[src/rtl/muldiv_seq.sv]
// Shared sequential signed multiply/divide unit: radix-2 Booth multiply and
// restoring divide on one 65-bit accumulator, controlled by a start/fim handshake.
module muldiv_seq (
  input  logic        clock,
  input  logic        reset,
  input  logic        start,
  input  logic        op,
  input  logic [31:0] a,
  input  logic [31:0] b,
  output logic [31:0] hi,
  output logic [31:0] lo,
  output logic        fim,
  output logic        busy,
  output logic        div_zero
);

  typedef enum logic [2:0] {
    IDLE,
    MUL_ITER,
    DIV_ITER,
    DIV_FIX,
    DONE
  } state_t;

  state_t      state_q, state_d;
  logic [5:0]  cnt_q, cnt_d;
  logic [64:0] acc_q, acc_d;
  logic [31:0] opnd_q, opnd_d;
  logic        neg_q, neg_d;
  logic        a_neg_q, a_neg_d;
  logic [31:0] hi_q, hi_d;
  logic [31:0] lo_q, lo_d;
  logic        fim_q, fim_d;
  logic        busy_q, busy_d;
  logic        dz_q, dz_d;

  logic [31:0] a_mag;
  logic [31:0] b_mag;
  logic [32:0] booth_sum;
  logic [32:0] div_sh;

  // Booth partial sum is kept 33 bits wide so subtracting the most negative
  // multiplicand cannot corrupt the sign carried into the arithmetic shift.
  always_comb begin
    a_mag     = a[31] ? -a : a;
    b_mag     = b[31] ? -b : b;
    booth_sum = {acc_q[64], acc_q[64:33]};
    case (acc_q[1:0])
      2'b01:   booth_sum = {acc_q[64], acc_q[64:33]} + {opnd_q[31], opnd_q};
      2'b10:   booth_sum = {acc_q[64], acc_q[64:33]} - {opnd_q[31], opnd_q};
      default: booth_sum = {acc_q[64], acc_q[64:33]};
    endcase
    div_sh = {acc_q[63:32], acc_q[31]};
  end

  always_comb begin
    state_d = state_q;
    cnt_d   = cnt_q;
    acc_d   = acc_q;
    opnd_d  = opnd_q;
    neg_d   = neg_q;
    a_neg_d = a_neg_q;
    hi_d    = hi_q;
    lo_d    = lo_q;
    fim_d   = 1'b0;
    busy_d  = busy_q;
    dz_d    = dz_q;
    case (state_q)
      IDLE: begin
        if (start) begin
          cnt_d   = '0;
          dz_d    = 1'b0;
          busy_d  = 1'b1;
          neg_d   = a[31] ^ b[31];
          a_neg_d = a[31];
          if (!op) begin
            opnd_d  = a;
            acc_d   = {32'd0, b, 1'b0};
            state_d = MUL_ITER;
          end else begin
            opnd_d = b_mag;
            acc_d  = {33'd0, a_mag};
            // Divide-by-zero passes through DIV_FIX so its fim lands one edge after accept.
            if (b == '0) begin
              dz_d    = 1'b1;
              state_d = DIV_FIX;
            end else begin
              state_d = DIV_ITER;
            end
          end
        end
      end
      MUL_ITER: begin
        if (cnt_q == 6'd32) begin
          hi_d    = acc_q[64:33];
          lo_d    = acc_q[32:1];
          fim_d   = 1'b1;
          state_d = DONE;
        end else begin
          acc_d = {booth_sum, acc_q[32:1]};
          cnt_d = cnt_q + 6'd1;
        end
      end
      DIV_ITER: begin
        if (cnt_q == 6'd32) begin
          state_d = DIV_FIX;
        end else begin
          if (div_sh >= {1'b0, opnd_q}) begin
            acc_d = {div_sh - {1'b0, opnd_q}, acc_q[30:0], 1'b1};
          end else begin
            acc_d = {div_sh, acc_q[30:0], 1'b0};
          end
          cnt_d = cnt_q + 6'd1;
        end
      end
      DIV_FIX: begin
        if (!dz_q) begin
          lo_d = neg_q   ? -acc_q[31:0]  : acc_q[31:0];
          hi_d = a_neg_q ? -acc_q[63:32] : acc_q[63:32];
        end
        fim_d   = 1'b1;
        state_d = DONE;
      end
      DONE: begin
        busy_d  = 1'b0;
        state_d = IDLE;
      end
      default: state_d = IDLE;
    endcase
  end

  always_ff @(posedge clock or negedge reset) begin
    if (!reset) begin
      state_q <= IDLE;
      cnt_q   <= '0;
      acc_q   <= '0;
      opnd_q  <= '0;
      neg_q   <= 1'b0;
      a_neg_q <= 1'b0;
      hi_q    <= '0;
      lo_q    <= '0;
      fim_q   <= 1'b0;
      busy_q  <= 1'b0;
      dz_q    <= 1'b0;
    end else begin
      state_q <= state_d;
      cnt_q   <= cnt_d;
      acc_q   <= acc_d;
      opnd_q  <= opnd_d;
      neg_q   <= neg_d;
      a_neg_q <= a_neg_d;
      hi_q    <= hi_d;
      lo_q    <= lo_d;
      fim_q   <= fim_d;
      busy_q  <= busy_d;
      dz_q    <= dz_d;
    end
  end

  assign hi       = hi_q;
  assign lo       = lo_q;
  assign fim      = fim_q;
  assign busy     = busy_q;
  assign div_zero = dz_q;

endmodule

[config.mk]
export PLATFORM = sky130hd
export DESIGN_NAME = muldiv_seq
export DESIGN_NICKNAME = d
export VERILOG_FILES = /design/src/rtl/muldiv_seq.sv
export SDC_FILE = /design/constraint.sdc
export NUM_CORES = 1
export LEC_CHECK = 0
export ABC_CLOCK_PERIOD_IN_PS = 5500
export BUFFER_PORTS_ARGS = -buffer_cell sky130_fd_sc_hd__buf_2
export CAP_MARGIN = 30
export CORE_ASPECT_RATIO = 1.2
export CORE_MARGIN = 1.5
export CORE_UTILIZATION = 40
export DETAILED_ROUTE_END_ITERATION = 8
export HOLD_SLACK_MARGIN = 0.05
export PLACE_DENSITY = 0.69
export SETUP_SLACK_MARGIN = 0.3
export SYNTH_ARGS = -nofsm -noshare
export SYNTH_HDL_FRONTEND = slang
export SYNTH_SLANG_ARGS = --single-unit
[constraint.sdc]
create_clock -name clock -period 5.5 [get_ports clock]
set_input_delay 1.1 -clock clock [delete_from_list [all_inputs] [get_ports clock]]
set_output_delay 1.1 -clock clock [all_outputs]
set_load 0.05 [all_outputs]
; Word level (Yosys, flattened, before mapping)
; Index checks and enable logic that the tools add are counted.
[word_totals]
output_inout_bits = 67
wordCells = 84
register_bits = 175
[classes]
n_eq_ne = 15
bitwise = 1
n_mux = 33
reduce_logical = 14
addsub = 8
order_cmp = 1
[op_table]
columns = cell, count
row1 = $mux 32, 9
row2 = $mux 65, 4
row3 = $pmux 65 s3, 1
row4 = $neg 32->32, 4
row5 = $pmux 32 s2, 2
row6 = $pmux 33 s2, 1
row7 = $add 32x32->33, 1
row8 = $ge 33x32->1, 1
row9 = $mux 33, 1
row10 = $sub 32x32->33, 1
row11 = $sub 33x32->33, 1
row12 = $logic_not 32->1, 1
row13 = $ne 2x2->1 const B, 7
row14 = $mux 6, 2
row15 = $pmux 3 s4, 1
row16 = $pmux 6 s2, 1
row17 = $mux 3, 3
row18 = $reduce_and 3->1, 3
row19 = $add 6x1->6 const B, 1
row20 = $eq 3x2->1 const B, 2
row21 = $eq 6x6->1 const B, 1
row22 = $reduce_bool 2->1, 3
row23 = $mux 1, 5
row24 = $reduce_and 5->1, 1
row25 = 13 further kinds, 15

; Longest topological paths before layout
[logic_depth]
word_depth = 5
depth_mapped = 19

; Worst setup path after synthesis
; Ideal clock, no wire load.
[synth_path]
path_type = register to register
startpoint = register opnd_q[4]
endpoint = register acc_q[63]
t_arrival_ps = 4103
n_path_buf = 1
stages_incl_launch_ff = 18
synth_period_minus_slack_ps = 4229
path_slack_ps = 1271
setup_time_ps = 126
path_cell_list = dfrtp_1 > or4_1 > nor3_2 > nor4b_2 > and3_1 > nor2_1 > xnor2_1 > ha_1 > clkbuf_1 > a21o_1 > a21o_1 > a21oi_1 > o21ai_0 > a21o_1 > a221oi_1 > and3b_1 > nor3_1 > o32a_1
[synth_between]
elab_chain_cells = 4
[synth_rtl]
columns = element, line
row1 = from (decl), 28  ; logic [31:0] opnd_q, opnd_d;
row2 = from (signal assigned), 149  ; opnd_q <= opnd_d;
row3 = $sub 32x32->33 (tied with other cells), 50  ; 2'b10: booth_sum = {acc_q[64], acc_q[64:33]} - {opnd_q[31], opnd_q};
row4 = $pmux 33 s2 / $mux 65 (equally long branches), "48, 108"
row5 = $mux 65 (on tied branches), "94, 105"
row6 = $pmux 65 s3 *, 68  ; case (state_q)
row7 = to (signal assigned), 136  ; acc_q <= '0;
row8 = to (signal assigned), 148  ; acc_q <= acc_d;
row9 = to (decl), 27  ; logic [64:0] acc_q, acc_d;
; Mark *: on every way between the ends. The rest lies on a longest branch, timed or not. The select of a mux whose other input is x is not followed.
; A chain may end at the register's enable or synchronous reset.

; Worst setup path in the final report
; Ends and elaborated chain as after synthesis.

==> qor.yml <==
synth_area_per_cell_sq_um: 7.70
ios: 135
synthFlopType: "dfrtp_1"
cp-end-kind: "flop"
grt_pass1_wl_um: 86200
setup_tns_ns: 0
yosys_warnings: 0
rows: 79
grt_pass1_vias: 15000
ys_seq_area_frac: 0.275
min_period_ns: 4.70
first_iter_violations: 1552
clockBufferDepth: 2
synth_area_leader_cell: "dfrtp_1"
grt_start_max_net_pins: 118
mostFrequentLayoutCells: "nand2_1 (253), o21ai_0 (241), dfrtp_1 (175)"
clock_sink_count: 175
min_path_type: "reg2reg"
worst_pin_slew_ns: 0.961
crit_arrival_ns: 5.05
final_util: 0.450
outcome: "finished, final reports clean"
cts_htree_levels: 4
crit_path_start: "opnd_q[4]$_DFFE_PN0P_"
insertion_delay_ns: 0.47
initial_core_util: 0.408
slew_viol_final: 0
via_per_inst: 6.00
dieHeight_um: 222
remaining_drc_errors: 0
hold_violations: 0
drive_above_1_share: 0.113
fin_nets: 2234
instances_no_fill: 2630
die-area_sq_mm: 0.0410
layout_commonest_cell: "nand2_1"
clock_skew_ns: 0.0147
overflow: 0
fin_ws_ns: 0.796
rr_worst_depth: 16
core_sq_mm: 0.0390
synth_edf_count: 0
grt_antenna_before_repair: 0
root_buffer: "clkbuf_16"
cap_violations: 0
r2r_end: "acc_q[63]$_DFFE_PN0P_"
ff2ff_setup_slack_ns: 0.80
place_congestion: 1.01
die_x_um: 185
worst-endpoint-required_ns: 5.85
synth_top_cells_by_area: "dfrtp_1 (27%), o21ai_0 (7.6%), nand2_1 (6.0%)"
r2r-start: "opnd_q[4]$_DFFE_PN0P_"
synth_top_area_frac: 0.275
dp_slack_ns: 0.614
vias: 15800
fin_crit_sh: 0.855
grt_usage: 0.272
cts_made_buffers: 17
ys_ff_latch: 175
wl_per_cell_um: 21.0
fmax_mhz: 213
setup_violations: 0
async_flop_share: 1.00
placed_cells: 2598
maxSlewHeadroom: 0.355
syn_to_final_growth_pct: 10.3
ant_nets: 0
syn_inst: 2068
place_hpwl_um: 42400
holdPathStages: 2
cp_max_fo: 8
drt-total-wl_um: 55100
ys_types: 80
antenna_cells: 0
path_class: "reg2reg"
hp-start: "lo[30]$_DFFE_PN0P_"
io_buffers: 134
start_kind: "flop"
rsz0062_at_grt: "false"
clk_pin_slew_ns: 0.07
cts_hold_buf: 0
drt_first_pass_iters: 6
cts_tree: "built"
min_to: "lo[30]$_DFFE_PN0P_"
synth.net_count: 2210
syn_area_sq_mm: 0.0159
[how the worst max path moves through the flow]
stage / end / slack (ns) / cells past startpoint
detailed placement: acc_q[63]$_DFFE_PN0P_ / 0.61 / 16
global route: acc_q[60]$_DFFE_PN0P_ / 0.40 / 16
global placement: acc_q[60]$_DFFE_PN0P_ / 0.71 / 14
CTS: acc_q[63]$_DFFE_PN0P_ / 0.60 / 16
finish: acc_q[63]$_DFFE_PN0P_ / 0.80 / 16
floorplan: acc_q[63]$_DFFE_PN0P_ / 1.27 / 17
[cells in the mapped netlist (8+ instances only)]
cell and instances:
nor3_1 38, and3_1 11, inv_1 66, xor2_1 103
mux2_2 10, o41ai_1 16, a21o_1 26, o31ai_1 39
o221ai_1 14, o21a_1 26, ha_1 72, xnor2_1 90
a211oi_1 29, buf_1 16, or4_1 13, and2_1 11
a41oi_1 8, a31oi_1 29, or3_1 26, a221oi_1 34
nor2_1 157, dfrtp_1 175, o21bai_1 10, nor2b_1 15
clkbuf_1 136, nand4_1 19, mux2i_1 52, nand2b_1 14
o21ai_0 241, a21oi_1 153, nand2_1 254, nand3_1 28
nor4_1 9, o211ai_1 14
[sequential cells by signal, summed over array words and instances (netlist names), 3 cells and up]
name and count:
acc_q 65, hi 32, lo 32, opnd_q 32, cnt_q 6, state_q 3
[through the flow]
step | hold WS, ns | cell area, sq um
after floorplan | 0.489 | 15900
after global placement | 0.452 | 16900
after detailed placement | 0.459 | 16900
after CTS | 0.474 | 17500
after global routing | 0.499 | 17600
final | 0.470 | 17600
[critical path, stage by stage (launching register included)]
cell,delay (ns)
dfrtp_1,0.43
or4_1,0.58
nor3_2,0.37
nor4b_4,0.49
and3_1,0.31
nor2_1,0.08
xnor2_1,0.13
ha_1,0.39
a21o_1,0.22
a21o_1,0.16
a21oi_1,0.22
o21ai_0,0.13
a21o_1,0.19
a221oi_1,0.33
and3b_1,0.20
nor3_1,0.05
o32a_1,0.29
[routing by layer]
metal  global-route usage  vias to the layer above  part of all wire
met2                0.447                      532              0.48
li1                     -                     7535                 -
met1                0.341                     7588              0.42
met5                    0                        -                 0
met3               0.0379                      122             0.051
met4                0.150                        0             0.056
[kinds of logic (layout without fill, tap and decap cells)]
family | count (synthesis) | in the layout | share of synthesized area
compound gates | 702 | 702 | 0.277
buf+inv | 227 | 263 | 0.0546
xor+xnor | 193 | 193 | 0.106
flops | 175 | 175 | 0.275
fa+ha+maj | 74 | 74 | 0.0591
mux | 62 | 62 | 0.0398
simple gates | 635 | 635 | 0.188
[what timing repair did]
item	CTS	global route
resized for setup	0	1
setup buffers	0	0
hold endpoints to repair	0	0
endpoints found under the setup margin	0	3
[area by class of cell]
| class | instances | area (sq um) |
|---|---|---|
| fill | 3953 | 21500 |
| sequential | 175 | 4380 |
| tap | 526 | 658 |
| timing repair buffer | 165 | 957 |
| clock buffer | 19 | 443 |
| inverter | 67 | 251 |
| multi-input combinational | 1666 | 10700 |
| clock inverter | 12 | 154 |
Power is left out: the tool's default activity adds up to more than one toggle a clock period on the data nets, which glitch-free logic cannot reach.
